===== src/rtl/mc_ctrl_if.sv =====
`default_nettype none
// ============================================================================
//  Module      : mc_ctrl_if
//  Description : Control/handshake bundle between the multi-cycle MIPS control
//                FSM (master) and the datapath plus shared memory port (slave).
//  Revision    : 1.0  initial release
// ============================================================================
interface mc_ctrl_if;
    logic [2:0] opcode;
    logic [3:0] funct;
    logic       zero;
    logic       mem_ready;
    logic       mem_req;
    logic       mem_we;
    logic       iord;
    logic       ir_we;
    logic       pc_we;
    logic [1:0] pc_src;
    logic       reg_we;
    logic       reg_dst;
    logic       mem_to_reg;
    logic       alu_src_b;
    logic [3:0] alu_op;
    logic       halted;
    logic [1:0] fault_code;
    logic [3:0] state_dbg;

    modport master (
        input  opcode, funct, zero, mem_ready,
        output mem_req, mem_we, iord, ir_we, pc_we, pc_src, reg_we, reg_dst,
               mem_to_reg, alu_src_b, alu_op, halted, fault_code, state_dbg
    );

    modport slave (
        output opcode, funct, zero, mem_ready,
        input  mem_req, mem_we, iord, ir_we, pc_we, pc_src, reg_we, reg_dst,
               mem_to_reg, alu_src_b, alu_op, halted, fault_code, state_dbg
    );
endinterface
`default_nettype wire


===== src/rtl/mc_ctrl_fsm.sv =====
`default_nettype none
// ============================================================================
//  Module      : mc_ctrl_fsm
//  Description : Multi-cycle control FSM for the 16-bit MIPS core, owning the
//                shared memory port handshake and its access timeout.
//  Revision    : 1.0  initial release
// ============================================================================
module mc_ctrl_fsm #(
    parameter int MEM_TIMEOUT = 16,
    parameter int CNT_W       = 5
) (
    input  wire logic   clk,
    input  wire logic   rst_n,
    mc_ctrl_if.master   bus
);
    typedef enum logic [3:0] {
        S_IDLE   = 4'd0,  S_FETCH = 4'd1,  S_DECODE = 4'd2,  S_EXEC_R = 4'd3,
        S_EXEC_I = 4'd4,  S_WB_ALU = 4'd5, S_MADDR = 4'd6,   S_MRD    = 4'd7,
        S_MWB    = 4'd8,  S_MWR   = 4'd9,  S_BRANCH = 4'd10, S_JUMP   = 4'd11,
        S_FAULT  = 4'd12, S_STOP  = 4'd13
    } state_t;

    localparam logic [3:0] c_ALU_ADD    = 4'b0000;
    localparam logic [3:0] c_ALU_SUB    = 4'b0001;
    localparam logic [1:0] c_FC_FUNCT   = 2'b01;
    localparam logic [1:0] c_FC_TIMEOUT = 2'b10;

    state_t           r_state;
    state_t           w_next;
    logic [1:0]       w_next_fault;
    logic [CNT_W-1:0] r_cnt;
    logic             w_mem_state;
    logic             w_timeout;

    logic       r_mem_req, r_mem_we, r_iord, r_pc_we, r_reg_we, r_reg_dst;
    logic       r_mem_to_reg, r_alu_src_b, r_halted, r_bne;
    logic [1:0] r_pc_src, r_fault_code;
    logic [3:0] r_alu_op;

    assign w_mem_state = (r_state == S_FETCH) || (r_state == S_MRD) || (r_state == S_MWR);
    // Last permitted wait cycle: a ready in this cycle still completes the access.
    assign w_timeout   = (r_cnt == CNT_W'(MEM_TIMEOUT - 1));

    always_comb begin
        w_next       = r_state;
        w_next_fault = 2'b00;
        case (r_state)
            S_IDLE:   w_next = S_FETCH;
            S_FETCH, S_MRD, S_MWR: begin
                if (bus.mem_ready) begin
                    if (r_state == S_FETCH)    w_next = S_DECODE;
                    else if (r_state == S_MRD) w_next = S_MWB;
                    else                       w_next = S_FETCH;
                end else if (w_timeout) begin
                    w_next       = S_FAULT;
                    w_next_fault = c_FC_TIMEOUT;
                end
            end
            S_DECODE: begin
                case (bus.opcode)
                    3'b000: begin
                        if (bus.funct[3]) begin
                            w_next       = S_FAULT;
                            w_next_fault = c_FC_FUNCT;
                        end else begin
                            w_next = S_EXEC_R;
                        end
                    end
                    3'b001:         w_next = S_EXEC_I;
                    3'b010, 3'b011: w_next = S_MADDR;
                    3'b100, 3'b101: w_next = S_BRANCH;
                    3'b110:         w_next = S_JUMP;
                    default:        w_next = S_STOP;
                endcase
            end
            S_EXEC_R, S_EXEC_I:                   w_next = S_WB_ALU;
            S_WB_ALU, S_MWB, S_BRANCH, S_JUMP:    w_next = S_FETCH;
            S_MADDR: w_next = bus.opcode[0] ? S_MWR : S_MRD;
            S_FAULT, S_STOP:                      w_next = r_state;
            default:                              w_next = S_IDLE;
        endcase
    end

    // Moore outputs are registered from the next state so they line up with it.
    always_ff @(posedge clk or negedge rst_n) begin
        if (!rst_n) begin
            r_state      <= S_IDLE;
            r_cnt        <= '0;
            r_mem_req    <= 1'b0;
            r_mem_we     <= 1'b0;
            r_iord       <= 1'b0;
            r_pc_we      <= 1'b0;
            r_pc_src     <= 2'b00;
            r_reg_we     <= 1'b0;
            r_reg_dst    <= 1'b0;
            r_mem_to_reg <= 1'b0;
            r_alu_src_b  <= 1'b0;
            r_alu_op     <= 4'b0000;
            r_halted     <= 1'b0;
            r_bne        <= 1'b0;
            r_fault_code <= 2'b00;
        end else begin
            r_state <= w_next;
            if (w_mem_state && !bus.mem_ready && (w_next == r_state))
                r_cnt <= r_cnt + CNT_W'(1);
            else
                r_cnt <= '0;

            r_mem_req    <= 1'b0;
            r_mem_we     <= 1'b0;
            r_iord       <= 1'b0;
            r_pc_we      <= 1'b0;
            r_pc_src     <= 2'b00;
            r_reg_we     <= 1'b0;
            r_reg_dst    <= 1'b0;
            r_mem_to_reg <= 1'b0;
            r_alu_src_b  <= 1'b0;
            r_alu_op     <= 4'b0000;
            r_halted     <= 1'b0;
            r_bne        <= 1'b0;
            case (w_next)
                S_FETCH:  r_mem_req <= 1'b1;
                S_EXEC_R: r_alu_op  <= bus.funct;
                S_EXEC_I, S_MADDR: begin
                    r_alu_op    <= c_ALU_ADD;
                    r_alu_src_b <= 1'b1;
                end
                S_WB_ALU: begin
                    r_reg_we    <= 1'b1;
                    r_reg_dst   <= (bus.opcode == 3'b000);
                    r_alu_op    <= r_alu_op;
                    r_alu_src_b <= r_alu_src_b;
                end
                S_MRD: begin
                    r_mem_req <= 1'b1;
                    r_iord    <= 1'b1;
                end
                S_MWB: begin
                    r_reg_we     <= 1'b1;
                    r_mem_to_reg <= 1'b1;
                end
                S_MWR: begin
                    r_mem_req <= 1'b1;
                    r_mem_we  <= 1'b1;
                    r_iord    <= 1'b1;
                end
                S_BRANCH: begin
                    r_alu_op <= c_ALU_SUB;
                    r_pc_src <= 2'b01;
                    r_bne    <= bus.opcode[0];
                end
                S_JUMP: begin
                    r_pc_we  <= 1'b1;
                    r_pc_src <= 2'b10;
                end
                S_FAULT:  r_halted <= 1'b1;
                default:  ;
            endcase
            if ((w_next == S_FAULT) && (r_state != S_FAULT))
                r_fault_code <= w_next_fault;
        end
    end

    // Fetch completion and branch decision depend on this cycle's ready/zero.
    assign bus.ir_we      = (r_state == S_FETCH) & bus.mem_ready;
    assign bus.pc_we      = r_pc_we | ((r_state == S_FETCH) & bus.mem_ready)
                          | ((r_state == S_BRANCH) & (bus.zero ^ r_bne));
    assign bus.mem_req    = r_mem_req;
    assign bus.mem_we     = r_mem_we;
    assign bus.iord       = r_iord;
    assign bus.pc_src     = r_pc_src;
    assign bus.reg_we     = r_reg_we;
    assign bus.reg_dst    = r_reg_dst;
    assign bus.mem_to_reg = r_mem_to_reg;
    assign bus.alu_src_b  = r_alu_src_b;
    assign bus.alu_op     = r_alu_op;
    assign bus.halted     = r_halted;
    assign bus.fault_code = r_fault_code;
    assign bus.state_dbg  = r_state;
endmodule
`default_nettype wire


===== src/flat_wrapper.sv =====
// flat-port wrapper written by rule: the top's interface ports become plain ports
module mc_ctrl_fsm_flat 
#(
    parameter int MEM_TIMEOUT = 16,
    parameter int CNT_W       = 5
)
  (clk, rst_n, bus_opcode, bus_funct, bus_zero, bus_mem_ready, bus_mem_req, bus_mem_we, bus_iord, bus_ir_we, bus_pc_we, bus_pc_src, bus_reg_we, bus_reg_dst, bus_mem_to_reg, bus_alu_src_b, bus_alu_op, bus_halted, bus_fault_code, bus_state_dbg);
  mc_ctrl_if bus_i ();
  input  wire logic clk;
  input  wire logic rst_n;
  input wire logic [$bits(bus_i.opcode)-1:0] bus_opcode;
  input wire logic [$bits(bus_i.funct)-1:0] bus_funct;
  input wire logic [$bits(bus_i.zero)-1:0] bus_zero;
  input wire logic [$bits(bus_i.mem_ready)-1:0] bus_mem_ready;
  output wire logic [$bits(bus_i.mem_req)-1:0] bus_mem_req;
  output wire logic [$bits(bus_i.mem_we)-1:0] bus_mem_we;
  output wire logic [$bits(bus_i.iord)-1:0] bus_iord;
  output wire logic [$bits(bus_i.ir_we)-1:0] bus_ir_we;
  output wire logic [$bits(bus_i.pc_we)-1:0] bus_pc_we;
  output wire logic [$bits(bus_i.pc_src)-1:0] bus_pc_src;
  output wire logic [$bits(bus_i.reg_we)-1:0] bus_reg_we;
  output wire logic [$bits(bus_i.reg_dst)-1:0] bus_reg_dst;
  output wire logic [$bits(bus_i.mem_to_reg)-1:0] bus_mem_to_reg;
  output wire logic [$bits(bus_i.alu_src_b)-1:0] bus_alu_src_b;
  output wire logic [$bits(bus_i.alu_op)-1:0] bus_alu_op;
  output wire logic [$bits(bus_i.halted)-1:0] bus_halted;
  output wire logic [$bits(bus_i.fault_code)-1:0] bus_fault_code;
  output wire logic [$bits(bus_i.state_dbg)-1:0] bus_state_dbg;
  assign bus_i.opcode = bus_opcode;
  assign bus_i.funct = bus_funct;
  assign bus_i.zero = bus_zero;
  assign bus_i.mem_ready = bus_mem_ready;
  assign bus_mem_req = bus_i.mem_req;
  assign bus_mem_we = bus_i.mem_we;
  assign bus_iord = bus_i.iord;
  assign bus_ir_we = bus_i.ir_we;
  assign bus_pc_we = bus_i.pc_we;
  assign bus_pc_src = bus_i.pc_src;
  assign bus_reg_we = bus_i.reg_we;
  assign bus_reg_dst = bus_i.reg_dst;
  assign bus_mem_to_reg = bus_i.mem_to_reg;
  assign bus_alu_src_b = bus_i.alu_src_b;
  assign bus_alu_op = bus_i.alu_op;
  assign bus_halted = bus_i.halted;
  assign bus_fault_code = bus_i.fault_code;
  assign bus_state_dbg = bus_i.state_dbg;
  mc_ctrl_fsm #(.MEM_TIMEOUT(MEM_TIMEOUT), .CNT_W(CNT_W)) u_core (.clk(clk), .rst_n(rst_n), .bus(bus_i));
endmodule

===== config.mk =====
export PLATFORM = sky130hd
export DESIGN_NAME = mc_ctrl_fsm_flat
export DESIGN_NICKNAME = d
export VERILOG_FILES = /design/src/rtl/mc_ctrl_if.sv /design/src/rtl/mc_ctrl_fsm.sv /design/src/flat_wrapper.sv
export SDC_FILE = /design/constraint.sdc
export NUM_CORES = 1
export LEC_CHECK = 0
export CAP_MARGIN = 0
export CORE_ASPECT_RATIO = 1.5
export CORE_MARGIN = 2
export CORE_UTILIZATION = 49
export DETAILED_ROUTE_END_ITERATION = 8
export PLACE_DENSITY = 0.75
export SYNTH_ARGS = -nofsm -noshare
export SYNTH_HDL_FRONTEND = slang
export SYNTH_SLANG_ARGS = --single-unit

===== constraint.sdc =====
create_clock -name clk -period 2.6 [get_ports clk]
set_input_delay 0.39 -clock clk [delete_from_list [all_inputs] [get_ports clk]]
set_output_delay 0.39 -clock clk [all_outputs]
set_load 0.01 [all_outputs]

[Word level (Yosys, flattened, before mapping)]
Cells that the tools add are included.
Storage, ports and cells
  logic and storage cells: 98
  bits in registers: 27
  bits of input ports: 11
  output and inout port bits: 22
Operators by class
  multiplexer cells: 26
  eq/ne operators: 33
  reductions and logical operators: 18
  $add $sub $neg: 1
  bitwise gates (word level): 5
Operator list (count)
  $eq 4x4->1 const B: 11
  $eq 4x3->1 const B: 8
  $mux 4: 6
  $pmux 4 s6: 1
  $pmux 4 s5: 1
  $reduce_or 2->1: 7
  $eq 4x2->1 const B: 3
  $pmux 4 s3: 1
  $mux 1: 10
  $eq 3x3->1 const B: 3
  $eq 4x1->1 const B: 2
  $pmux 2 s2: 2
  $eq 3x2->1 const B: 2
  $mux 2: 3
  $reduce_or 3->1: 2
  $add 5x1->5 const B: 1
  $eq 5x4->1 const B: 1
  $mux 5: 1
  $reduce_or 5->1: 1
  $eq 4x4->1: 1
  $logic_not 4->1: 1
  $ne 4x4->1 const B: 1
  $eq 3x1->1 const B: 1
  $logic_and 1x1->1: 3
  7 further kinds: 10

[Logic depth before layout (Yosys ltp)]
  word-level depth: 8
  mapped depth: 9
  depth with buffers taken out: 9

[Least setup slack after synthesis]
No wires, ideal clock.
  kind: register to register
  start: register u_core.r_cnt[0]
  end: register u_core.r_alu_op[0], in the netlist u_core.bus.alu_op[0]
  arrival: 2.181 ns
  period minus slack after synthesis: 2.307 ns
  setup slack: 0.293 ns
  stages on the path, launching flop included: 10
  library setup time: 0.126 ns
  data required time: 2.474 ns
  path buffers: 0
  path through: dfrtp_1 > ha_1 > and3_1 > ha_1 > nor4b_1 > o41ai_1 > o211ai_2 > nand2_1 > nor2_2 > a221o_1
Between the ends
  longest elaborated chain between the ends: 6
  elaborated cells on any way between the ends: 8
  classes of those cells: eq/ne: 4; mux: 4
RTL lines
  from (decl): RTL line mc_ctrl_fsm.sv:31  | logic [CNT_W-1:0] r_cnt;
  from (signal assigned): RTL line mc_ctrl_fsm.sv:105  | r_cnt <= r_cnt + CNT_W'(1);
  $eq 5x4->1 (*): RTL line mc_ctrl_fsm.sv:42  | assign w_timeout = (r_cnt == CNT_W'(MEM_TIMEOUT - 1));
  $mux 4 (*): RTL line mc_ctrl_fsm.sv:54  | end else if (w_timeout) begin
  $mux 4 (*): RTL line mc_ctrl_fsm.sv:50  | if (bus.mem_ready) begin
  $pmux 4 s6 (*): RTL line mc_ctrl_fsm.sv:47  | case (r_state)
  net u_core.w_next[3]: RTL line mc_ctrl_fsm.sv:29  | state_t w_next;
  $eq 4x4->1, or another cell as far along: RTL line mc_ctrl_fsm.sv:121  | case (w_next)
  $pmux 4 s3: RTL line mc_ctrl_fsm.sv:121
  to (signal assigned): RTL line mc_ctrl_fsm.sv:123  | S_EXEC_R: r_alu_op <= bus.funct;
  to (signal assigned): RTL line mc_ctrl_fsm.sv:125  | r_alu_op <= c_ALU_ADD;
  to (signal assigned): RTL line mc_ctrl_fsm.sv:131  | r_alu_op <= r_alu_op;
  to (decl): RTL line mc_ctrl_fsm.sv:38  | logic [3:0] r_alu_op;
The timed path passes the listed nets; every way through them passes the cells marked *.
A chain may end at the register's enable or synchronous reset.

[Worst setup path after layout]
  start: register u_core.r_cnt[0]
  end: register u_core.r_mem_req, in the netlist u_core.bus.mem_req
Between the ends
  longest elaborated chain between the ends: 7
  elaborated cells on any way between the ends: 9
  classes of those cells: eq/ne: 4; mux: 4; reduce/logical: 1
RTL lines
  $eq 5x4->1 (*): RTL line mc_ctrl_fsm.sv:42
  $mux 4 (*): RTL line mc_ctrl_fsm.sv:54
  $mux 4 (*): RTL line mc_ctrl_fsm.sv:50
  $pmux 4 s6 (*): RTL line mc_ctrl_fsm.sv:47
  net u_core.w_next[3]: RTL line mc_ctrl_fsm.sv:29
  $eq 4x1->1, or another cell as far along: RTL line mc_ctrl_fsm.sv:121
  $reduce_or 3->1 (no source line) (*)
  $mux 1 (*): RTL line mc_ctrl_fsm.sv:121
  to (signal assigned): RTL line mc_ctrl_fsm.sv:122  | S_FETCH: r_mem_req <= 1'b1;
  to (signal assigned): RTL line mc_ctrl_fsm.sv:135  | r_mem_req <= 1'b1;
  to (signal assigned): RTL line mc_ctrl_fsm.sv:143  | r_mem_req <= 1'b1;
  to (decl): RTL line mc_ctrl_fsm.sv:35  | logic r_mem_req, r_mem_we, r_iord, r_pc_we, r_reg_we, r_reg_dst;
Marked as above.

==> impl_metrics.toml <==
[floorplan]
ios = 33
core_area_um2 = 2850
die_x_um = 48.2
rows = 24
dieArea_um2 = 3390
start_util_pct = 50.4
die_h_um = 70.3

[timing]
finalSetupViolations = 0
rsz0062_at_grt = "yes"
maxSlewViolCount = 0
timing.fmax_mhz = 405
period_share_pct = 94.9
min_period_ns = 2.47
whs_ns = 0.486
worst_slew_pin_slew_ns = 0.720
setup_slack_ns = 0.133
relSlewSlack_pct = 52.0
hold_violations = 0
fin_setup_tns_ns = 0
fin_worst_skew_ns = 0.00356

[place]
dp_hpwl_mm = 2.36
place_ws_ns = -0.00782
placed_area_um2 = 1860
dp_cells = 207
io_buffers = 32
gp_congestion = 0.880

[synth]
synthArstFlopShare_pct = 100
avgSynthCellArea_um2 = 10.9
synthesis.area_um2 = 1440
synth-compound-area-share_pct = 16.6
synthAdderAreaFrac_pct = 1.74
yosysUniqueCellTypes = 51
yosys_register_bits = 27
ys.flop_type = "dfrtp_1"
synth-edff-count = 0
synth_area_leaders = "dfrtp_1, nor2_1, nor4b_1, a311oi_4, nand2_1"
netlist.area_leader.share_pct = 47.0
synthSimpleGateAreaFrac_pct = 28.0
synth_top_area_cell = "dfrtp_1"
synth_top_family_by_area = "simple AND/OR/NAND/NOR gates"
synthMuxAreaShare_pct = 0
synth_nets = 145
ys_warn_count = 0
synthCells = 132
yosysSeqAreaShare_pct = 47.0
synth_xor_area_share_pct = 2.44

[route]
post-route-drc-count = 0
vias_per_cell = 5.50
first_iter_violations = 32
wl_per_cell_um = 15.1
detail-route-antenna-nets = 0
routed_wl_mm = 3.22
num_vias = 1178
firstDrtPassIters = 4

[finish]
fin_nets = 189
largest_register_ffs = 5
final_cell_mix = "clkdlybuf4s50_1, dfrtp_1, nor2_1"
diodes = 0
seq_area_um2 = 678
largest_register = "u_core.r_cnt"
synthToLayoutAreaGrowth_pct = 35.3
finalNonFillerCells = 214
multi_input_area_um2 = 713
final_area_um2 = 1940
drive_gt1_share_pct = 20.0
fillCellCount = 223
final_common_cell = "clkdlybuf4s50_1"

[global_route]
overflow = 0
grt_start_max_net_pins = 28
grt_util_all_layers_pct = 21.7
grt_pass1_wl_mm = 5.28
antenna_found_initial = 0
grt_pass1_vias = 1134

[clock_network]
htreeDepth = 1
clk_pin_slew_worst_paths_ns = 0.09
clockBufferDepth = 2
clk_latency_ns = 0.27
cts_root_buf = "clkbuf_8"
cts_made_buffers = 3
cts_sinks = 27
cts_tree = "built"
cts_hold_buf = 0

[critical_path]
cp.arrival_ns = 2.66
cp_slowest_cell = "dfrtp_1"
worstReg2RegStart = "u_core.r_cnt[0]"
crit_path_end_kind = "register"
ff2ff_setup_slack_ns = 0.13
crit_type = "register to register"
crit_required_ns = 2.80
crit_chain = "ha_1 -> and3_1 -> ha_1 -> and4b_1 -> o41ai_2 -> o211ai_2 -> buf_4 -> nor2_1 -> nand2_1 -> a21oi_1"
r2r_cells = 10
cp_common_cell = "ha_1"
startpoint_type = "register"
worstReg2RegEnd = "u_core.bus.mem_req"
slowest_delay_ns = 0.41
path_max_fanout = 3

[power_and_ir_drop]
vdd_ir_drop_max_uv = 788
p_per_area_nw_per_um2 = 987
leakagePower_nw = 0.855

[status]
status = "finished, final reports clean"

[min_path]
hp-class = "input port to asynchronous set/reset pin"

[flow_run]
maxCapViolCount = 0
==> synth_stat cells, types with 2 or more instances <==
library cell / count
buf_2: 4
inv_1: 5
nand2b_1: 4
o21ai_0: 4
dfrtp_1: 27
a21oi_1: 4
nand2_1: 7
nor4b_1: 5
and3_1: 2
and4b_1: 2
ha_1: 2
nand3_1: 2
a21boi_0: 2
and2_1: 4
xnor2_1: 3
nor2b_1: 3
a22oi_1: 2
nor2_1: 16
a22o_1: 2
==> repair_timing <==
item                                    4_1_cts  5_1_grt
resized for setup                             0        4
setup buffers                                 3        0
endpoints found under the setup margin        1       15
pin swaps                                     2        0
==> cell type report <==
cell class                 count  area share [%]
timing repair buffer          46            22.5
inverter                       5           0.966
clock inverter                 1           0.258
tap                           39            2.51
sequential                    27            34.9
multi-input combinational     93            36.7
clock buffer                   3            2.12
==> report_power, final <==
group / total [W] / internal (W) / switching, W
Clock: 0.000233 / 0.000107 / 0.000126
Sequential: 0.000615 / 0.000522 / 0.0000927
Combinational: 0.00107 / 0.000555 / 0.000515
==> metal layers <==
metal  vias up  GRT usage, %  part of all wire [%]
met3         4          3.10                   3.9
li1        554             -                     -
met2        36          34.2                    53
met4         0          6.91                   1.3
met5         -             0                     0
met1       584          29.5                    42
==> cells by family (layout without fill, tap and decap cells) <==
group,after synthesis,in the layout
AND/OR/NAND/NOR,61,61
flip-flops,27,27
adder cells (fa/ha/maj),2,2
buffers and inverters,12,55
XOR/XNOR,4,4
AO/OA/AOI/OAI,26,26
==> worst max path at each step <==
stage                               start                       end  slack (ns)  cells after the start
final                     u_core.r_cnt[0]        u_core.bus.mem_req        0.13                     10
after detailed placement    bus_mem_ready      u_core.bus.alu_op[0]      -0.008                      7
after floorplan           u_core.r_cnt[0]      u_core.bus.alu_op[0]        0.29                      9
after global placement      bus_mem_ready  u_core.bus.fault_code[0]        0.05                      7
after CTS                 u_core.r_cnt[0]        u_core.bus.mem_req        0.01                     10
after global routing      u_core.r_cnt[0]        u_core.bus.mem_req       -0.01                     10
==> per-stage QoR <==
step	total power (W)	utilization (%)
after floorplan	0.00120	-
after global placement	0.00162	65.1
after detailed placement	0.00164	65.1
after CTS	0.00191	67.5
after global routing	0.00204	68.1
final	0.00192	68.1
==> critical path: cells and delay by family (launching register included) <==
family,cells,cell delay [ns]
AOI/OAI and AO/OA,3,0.77
DFF,1,0.41
and+or+nand+nor,4,0.62
adders and majority gates,2,0.43
buffers and inverters,1,0.18
Note: power is estimated with default switching activity, not from simulation.
